**src/rtl/const_decoder.sv**
```systemverilog
// Receive-side constellation decoder: slices tone-ordered (x, y) points to b bits per carrier
// and packs the recovered bit stream LSB-first into fast-path bytes, then interleaved-path bytes.
module const_decoder #(
    parameter int DW        = 8,
    parameter int CONFAW    = 9,
    parameter int CONFDW    = 8,
    parameter int CNUMW     = 8,
    parameter int CONSTW    = 9,
    parameter int TABLELEN  = 256,
    parameter int MAXBITNUM = 15
) (
    input  logic              clk,
    input  logic              reset,
    input  logic [CONFAW-1:0] addr_i,
    input  logic              we_conf_i,
    input  logic [CONFDW-1:0] conf_data_i,
    input  logic              xy_valid_i,
    output logic              xy_ready_o,
    input  logic [CNUMW-1:0]  carrier_num_i,
    input  logic [CONSTW-1:0] x_i,
    input  logic [CONSTW-1:0] y_i,
    output logic [DW-1:0]     fast_data_o,
    output logic              fast_valid_o,
    output logic [DW-1:0]     inter_data_o,
    output logic              inter_valid_o,
    output logic              symbol_end_o,
    output logic              err_o
);
    localparam int VW  = MAXBITNUM - (MAXBITNUM % 2);
    localparam int HW  = VW / 2;
    localparam int HBW = $clog2(HW + 1);
    localparam int BLW = $clog2(MAXBITNUM + 1);
    localparam int BCW = CNUMW + 4;
    localparam int FW  = $clog2(DW);
    localparam logic signed [CONSTW-1:0] ONE_S = {{(CONSTW-1){1'b0}}, 1'b1};

    typedef enum logic [1:0] {IDLE, SHIFT, FLUSH} state_t;

    state_t             state_q, state_d;
    logic [CONFDW-1:0]  bit_load_mem [TABLELEN];
    logic [CNUMW-1:0]   used_cfg_q, used_cfg_d, used_lat_q, used_lat_d, used_eff;
    logic [CONFDW-1:0]  fast_cfg_q, fast_cfg_d, fast_lat_q, fast_lat_d;
    logic [CNUMW-1:0]   carrier_cnt_q, carrier_cnt_d;
    logic [BCW-1:0]     bit_cnt_q, bit_cnt_d, fast_budget;
    logic [VW-1:0]      shift_q, shift_d, v_bits;
    logic [BLW-1:0]     bits_left_q, bits_left_d;
    logic               last_q, last_d;
    logic               err_q, err_d, symbol_end_q, symbol_end_d;

    logic [CONFDW-1:0]        b_rd;
    logic [HBW-1:0]           h;
    logic                     b_zero, b_ok, accept, is_last;
    logic signed [CONSTW-1:0] vx, vy;
    logic [HW-1:0]            sx, sy;

    logic               push_en, push_sel, push_bit, flush;
    logic [1:0]         partial, valid_all;
    logic [1:0][DW-1:0] byte_all;

    // Clamp to the signed h-bit range and keep the low h bits (upper bits are never emitted).
    function automatic logic [HW-1:0] sat_low(input logic signed [CONSTW-1:0] v,
                                              input logic [HBW-1:0] hh);
        logic signed [CONSTW-1:0] lim;
        logic signed [CONSTW-1:0] s;
        lim = $signed(CONSTW'(1) << (hh - HBW'(1)));
        if (v > lim - ONE_S)
            s = lim - ONE_S;
        else if (v < -lim)
            s = -lim;
        else
            s = v;
        return s[HW-1:0];
    endfunction

    always_ff @(posedge clk) begin
        if (we_conf_i && (addr_i < CONFAW'(TABLELEN)))
            bit_load_mem[addr_i[CNUMW-1:0]] <= conf_data_i;
    end

    // Symbol parameters come straight from config until the first carrier latches them.
    assign used_eff    = (carrier_cnt_q == '0) ? used_cfg_q : used_lat_q;
    assign xy_ready_o  = (state_q == IDLE) && (used_eff != '0);
    assign accept      = xy_valid_i && xy_ready_o;
    assign is_last     = (carrier_cnt_q == (used_eff - CNUMW'(1)));
    assign fast_budget = BCW'({fast_lat_q, 3'b000});

    assign b_rd   = bit_load_mem[carrier_num_i];
    assign b_zero = (b_rd == '0);
    assign b_ok   = !b_rd[0] && !b_zero && (b_rd <= CONFDW'(MAXBITNUM));
    assign h      = b_rd[HBW:1];
    assign vx     = $signed(x_i) >>> 1;
    assign vy     = $signed(y_i) >>> 1;
    assign sx     = sat_low(vx, h);
    assign sy     = sat_low(vy, h);

    genvar gi;
    generate
        for (gi = 0; gi < HW; gi++) begin : g_map
            assign v_bits[2*gi]   = sy[gi];
            assign v_bits[2*gi+1] = sx[gi];
        end
    endgenerate

    always_comb begin
        state_d       = state_q;
        used_cfg_d    = used_cfg_q;
        fast_cfg_d    = fast_cfg_q;
        used_lat_d    = used_lat_q;
        fast_lat_d    = fast_lat_q;
        carrier_cnt_d = carrier_cnt_q;
        bit_cnt_d     = bit_cnt_q;
        shift_d       = shift_q;
        bits_left_d   = bits_left_q;
        last_d        = last_q;
        err_d         = 1'b0;
        symbol_end_d  = 1'b0;
        push_en       = 1'b0;
        push_sel      = 1'b0;
        push_bit      = shift_q[0];
        flush         = 1'b0;

        if (we_conf_i) begin
            if (addr_i == CONFAW'(TABLELEN))
                used_cfg_d = CNUMW'(conf_data_i);
            else if (addr_i == CONFAW'(TABLELEN + 1))
                fast_cfg_d = conf_data_i;
        end

        case (state_q)
            IDLE: begin
                if (accept) begin
                    carrier_cnt_d = carrier_cnt_q + CNUMW'(1);
                    last_d        = is_last;
                    if (carrier_cnt_q == '0) begin
                        used_lat_d = used_cfg_q;
                        fast_lat_d = fast_cfg_q;
                    end
                    if (b_ok) begin
                        shift_d     = v_bits;
                        bits_left_d = b_rd[BLW-1:0];
                        state_d     = SHIFT;
                    end else begin
                        err_d = !b_zero;
                        if (is_last)
                            state_d = FLUSH;
                    end
                end
            end
            SHIFT: begin
                push_en     = 1'b1;
                push_sel    = (bit_cnt_q >= fast_budget);
                bit_cnt_d   = bit_cnt_q + BCW'(1);
                shift_d     = shift_q >> 1;
                bits_left_d = bits_left_q - BLW'(1);
                if (bits_left_q == BLW'(1))
                    state_d = last_q ? FLUSH : IDLE;
            end
            FLUSH: begin
                flush         = 1'b1;
                err_d         = |partial;
                symbol_end_d  = 1'b1;
                carrier_cnt_d = '0;
                bit_cnt_d     = '0;
                state_d       = IDLE;
            end
            default: state_d = IDLE;
        endcase
    end

    always_ff @(posedge clk or negedge reset) begin
        if (!reset) begin
            state_q       <= IDLE;
            used_cfg_q    <= '0;
            fast_cfg_q    <= '0;
            used_lat_q    <= '0;
            fast_lat_q    <= '0;
            carrier_cnt_q <= '0;
            bit_cnt_q     <= '0;
            shift_q       <= '0;
            bits_left_q   <= '0;
            last_q        <= 1'b0;
            err_q         <= 1'b0;
            symbol_end_q  <= 1'b0;
        end else begin
            state_q       <= state_d;
            used_cfg_q    <= used_cfg_d;
            fast_cfg_q    <= fast_cfg_d;
            used_lat_q    <= used_lat_d;
            fast_lat_q    <= fast_lat_d;
            carrier_cnt_q <= carrier_cnt_d;
            bit_cnt_q     <= bit_cnt_d;
            shift_q       <= shift_d;
            bits_left_q   <= bits_left_d;
            last_q        <= last_d;
            err_q         <= err_d;
            symbol_end_q  <= symbol_end_d;
        end
    end

    // Path 0 is the fast assembler, path 1 the interleaved one.
    generate
        for (gi = 0; gi < 2; gi++) begin : g_asm
            logic [DW-1:0] acc_q, acc_d, data_q, data_d, merged;
            logic [FW-1:0] fill_q, fill_d;
            logic          valid_q, valid_d, take;

            assign take   = push_en && (push_sel == (gi == 1));
            assign merged = acc_q | (DW'(push_bit) << fill_q);

            always_comb begin
                acc_d   = acc_q;
                fill_d  = fill_q;
                data_d  = data_q;
                valid_d = 1'b0;
                if (flush) begin
                    if (fill_q != '0) begin
                        data_d  = acc_q;
                        valid_d = 1'b1;
                    end
                    acc_d  = '0;
                    fill_d = '0;
                end else if (take) begin
                    if (fill_q == FW'(DW - 1)) begin
                        data_d  = merged;
                        valid_d = 1'b1;
                        acc_d   = '0;
                        fill_d  = '0;
                    end else begin
                        acc_d  = merged;
                        fill_d = fill_q + FW'(1);
                    end
                end
            end

            always_ff @(posedge clk or negedge reset) begin
                if (!reset) begin
                    acc_q   <= '0;
                    fill_q  <= '0;
                    data_q  <= '0;
                    valid_q <= 1'b0;
                end else begin
                    acc_q   <= acc_d;
                    fill_q  <= fill_d;
                    data_q  <= data_d;
                    valid_q <= valid_d;
                end
            end

            assign partial[gi]   = (fill_q != '0);
            assign valid_all[gi] = valid_q;
            assign byte_all[gi]  = data_q;
        end
    endgenerate

    assign fast_data_o   = byte_all[0];
    assign fast_valid_o  = valid_all[0];
    assign inter_data_o  = byte_all[1];
    assign inter_valid_o = valid_all[1];
    assign symbol_end_o  = symbol_end_q;
    assign err_o         = err_q;

endmodule

```
**config.mk**
```make
export PLATFORM = sky130hd
export DESIGN_NAME = const_decoder
export DESIGN_NICKNAME = d
export VERILOG_FILES = /design/src/rtl/const_decoder.sv
export SDC_FILE = /design/constraint.sdc
export NUM_CORES = 2
export LEC_CHECK = 0
export CORE_ASPECT_RATIO = 0.8
export CORE_MARGIN = 3
export CORE_UTILIZATION = 55
export DETAILED_ROUTE_END_ITERATION = 7
export GPL_TIMING_DRIVEN = 0
export PLACE_DENSITY = 0.71
export REMOVE_ABC_BUFFERS = 1
export SYNTH_ARGS = -nofsm -noshare
export SYNTH_HDL_FRONTEND = slang
export SYNTH_SLANG_ARGS = --single-unit
```
**constraint.sdc**
```tcl
create_clock -name clk -period 7.96 [get_ports clk]
set_input_delay 1.592 -clock clk [delete_from_list [all_inputs] [get_ports clk]]
set_output_delay 1.592 -clock clk [all_outputs]
set_load 0.005 [all_outputs]
```
==> key figures <==
Final layout
  – Sequential cell area: about 0.064 mm^2
  – Area growth syn-to-layout: 12.0%
  – # fillers: ~10000
  – Final core utilization: 62.4%
  – Area of the multi-input gates: around 0.018 mm^2
  – Final nets: approximately 4900
  – Layout cells sized above 1: ~15%

Synth
  – Avg Cell Area, Syn: 17.9 um^2
  – Post-synth cell types: 86
  – Post-synthesis sequential area ratio: between 70% and 80%
  – Post-synth EDFFs: 2048
  – Asr flop ratio synth: 5.32%
  – Top FF cell, synth: edfxtp_1
  – Syn Inst Count: between 4000 and 5000
  – Synthesized flop and latch total: between 2000 and 2500
  – Mapped Area: roughly 0.084 mm^2
  – Number of synthesis warnings: 0

STA
  – Final Cycle Share: between 90 and 100%
  – Max-slew headroom: 9.06%
  – Final setup margin: ~270 ps
  – Worst clock skew: 42.5 ps
  – Finish-stage setup viols: 0
  – Post-route minimum period: between 7000 and 8000 ps
  – Worst Max-Slew Pin Slew: 1360 ps
  – Slew Limit Fails: 0
  – Max frequency: 130 MHz
  – Final hold vios: 0

Worst setup path
  – R2r setup slk: roughly 1500 ps
  – Arr. time, crit path: 8410 ps
  – Most numerous cell on the critical path: o21ai_0
  – Crit path largest cell delay: 690 ps
  – CP endpoint kind: flop
  – Setup crit end: shift_q[6]
  – Setup Crit Path Kind: in -> reg
  – Critical Path Slowest Stage Cell: buf_2
  – Startpoint Class: input port
  – Worst EP required: 8680 ps
  – Origin of the worst setup path: carrier_num_i[5]
  – Crit-path max FO: 27
  – FF-to-FF Start: bit_load_mem[144][3]
  – Register-to-Register Path Depth: 26
  – Reg2Reg Capture Point: shift_q[6]

CTS
  – TritonCTS clock tree: done
  – Clk sinks: 2163
  – Clk buf depth: 3
  – # H-tree levels: 4
  – Worst skew pair latency: just over 800 ps
  – Worst-path clk slew: around 60 ps
  – Root Driver: clkbuf_16
  – Num CTS Buffers: a little under 200

Floorplan
  – I/O pins: 68
  – Row count: about 130
  – Die Footprint: ~0.16 mm^2
  – Core Area: approximately 0.15 mm^2
  – Die H: about 360 um
  – Starting Density: about 56%
  – Die X: between 400 and 500 um

Power and ir drop
  – Part of the power in the clock network: between 30% and 40%
  – NetSw: 5380 uW
  – Worst-case vdd ir drop: between 0.3 and 0.4 mV
  – Seq pwr share: 52.9%
  – Pwr per Cell Area: between 200 and 300 mW/mm^2
  – P_int: ~19000 uW
  – Total Power: ~24000 uW
  – Combinational share of power: about 8.0%
  – Sw frac: 22.5%
  – LEAKAGE: around 0.030 uW

Route
  – First-pass DRT Iterations: 6
  – Post-route ant nets: 0
  – DR vias: roughly 45000
  – Drt total wl: 204000 um
  – Post-DR wirelength/cell: just under 30 um
  – DRT iter0 DRCs: a little over 6000
  – DRC: 0
  – Vias per cell: 6.43

GRT
  – Total gr overflow: 0
  – Vias in the first global route: ~43000
  – Initial antenna violation count: 4
  – Largest net degree at the start of global routing: 156
  – First-pass GRT wire length: between 200000 and 300000 um
  – Global Route Usage Sum: 25.6%

Place
  – Placer Congestion: approximately 0.83
  – Detail Placement HPWL: 120000 um
  – Dpl ws: -2730 ps
  – PortBufs: 65

Hold path
  – Hold crit path type: reg -> reg

Run
  – Max-Cap Viols: 0

Outcome
  – Outcome: finished clean
[Yosys cell counts (all sizes together), types with 18 or more instances]
cell	n	area (um^2)
nand2	142	533
mux2i	136	1360
a22oi	38	285
nor4	107	669
nor2	502	1880
inv	61	229
nand2b	23	144
a21oi	170	851
dfrtp	115	2880
nor3	156	781
o22ai	18	113
ha	59	738
nand4	31	200
clkbuf	85	319
nor2b	44	275
and3	18	113
o21a	18	135
o21ai	57	285
a31oi	21	131
buf	149	956
a211oi	63	473
mux2	54	608
mux4	272	6130
edfxtp	2048	61500
nand3	59	295
[worst max-delay path: cells and delay by family]
family                   cells  cell delay (ps)
adder cells (fa/ha/maj)      2              650
AO/OA/AOI/OAI               11             2290
AND/OR/NAND/NOR             10             2430
buffers and inverters        3             1400
[worst min path at each step]
stage | start | to | slack [ps] | cells after the start
3_5_place_dp | shift_q[4] | shift_q[4] | 480 | 2
6_report | shift_q[4] | shift_q[4] | 480 | 2
4_1_cts | shift_q[4] | shift_q[4] | 490 | 2
5_1_grt | fast_cfg_q[1] | fast_cfg_q[1] | 520 | 1
3_3_place_gp | used_lat_q[1] | used_lat_q[1] | 460 | 2
2_1_floorplan | used_lat_q[0] | used_lat_q[0] | 450 | 2
[through the flow]
| stage | instance area (um^2) | hold WS [ps] | setup TNS, ps | std cells |
|---|---|---|---|---|
| floorplan | 82800 | 450 | 0 | 4470 |
| global placement | 85900 | 464 | -6285280 | 6534 |
| detailed placement | 87200 | 477 | -31680 | 6585 |
| CTS | 93900 | 490 | 0 | 6952 |
| global route | 94100 | 515 | -20.0 | 6962 |
| finish | 94200 | 485 | 0 | 6965 |
[final cells by class]
type	instances	area share, %
clock buffers	241	5.48
repair buffers	132	2.47
flip-flops and latches	2163	68.4
diodes	3	0.00797
inverters	62	0.258
clock inverters	120	1.25
well taps	1999	2.66
multi-input cells	2245	19.5
[per-layer routing]
layer | wire length (um) | vias to the layer above | GRT usage, %
li1 | - | 19000 | -
met1 | 82200 | 23000 | 38.2
met2 | 91600 | 2519 | 37.7
met3 | 24300 | 359 | 6.33
met4 | 6030 | 0 | 7.69
met5 | 0 | - | 0
[cell usage in the layout (no fill, tap or decap), types with 13 or more instances in the layout]
cell type,instances
clkdlybuf4s50_1,48
o22ai_1,18
ha_1,59
buf_16,35
o21ai_0,54
a22oi_1,38
nand2b_1,23
o21a_1,18
nor2_1,498
mux2i_1,135
o211ai_1,13
edfxtp_1,2048
buf_8,18
nand3_1,50
a211oi_1,62
a31oi_1,21
a21oi_1,168
dfrtp_1,115
and3_1,17
mux4_2,272
a22o_1,13
nor3_1,155
nor2b_1,37
nand4_1,30
clkinv_2,34
xor2_1,13
clkbuf_16,208
nand2_1,139
bufinv_16,21
clkbuf_1,41
clkinv_1,47
nor4_1,105
mux2_2,54
inv_1,58
[repair_timing]
action,4_1_cts,5_1_grt
hold buffers,0,0
gates resized for setup,30,15
pin swaps,0,1
gates cloned,6,8
endpoints found under the setup margin,14,14
hold endpoints to repair,0,0
setup buffers,0,2
[logic make-up (layout without fill, tap and decap cells)]
group,Yosys count,in the layout,share of synthesized area (%)
AOI/OAI and AO/OA,543,543,4.38
xor gates and xnor gates,25,25,0.261
muxes,462,462,9.63
adders and majority gates,59,59,0.878
DFF,2163,2163,76.6
other,2,7,0.00894
buffers and inverters,296,555,1.79
and+or+nand+nor,1152,1152,6.45
[power groups by stage]
| stage | clock [uW] | combinational [uW] | sequential (uW) |
|---|---|---|---|
| floorplan | 0 | 957 | 12900 |
| global placement | 0 | 2070 | 13000 |
| detailed placement | 0 | 1820 | 12900 |
| CTS | 9450 | 1860 | 12600 |
| global route | 9900 | 2060 | 12700 |
| finish | 9370 | 1900 | 12600 |
[sequential cells by signal (all words and copies together) (netlist names), 2 cells and up]
register and count:
bit_load_mem 2048, g_asm.acc_q 16, shift_q 14, bit_cnt_q 12, carrier_cnt_q 8, fast_cfg_q 8, fast_data_o 8, fast_lat_q 8
inter_data_o 8, used_cfg_q 8, used_lat_q 8, g_asm.fill_q 6, bits_left_q 4, state_q 2
Note: power is estimated with default switching activity, not from simulation.
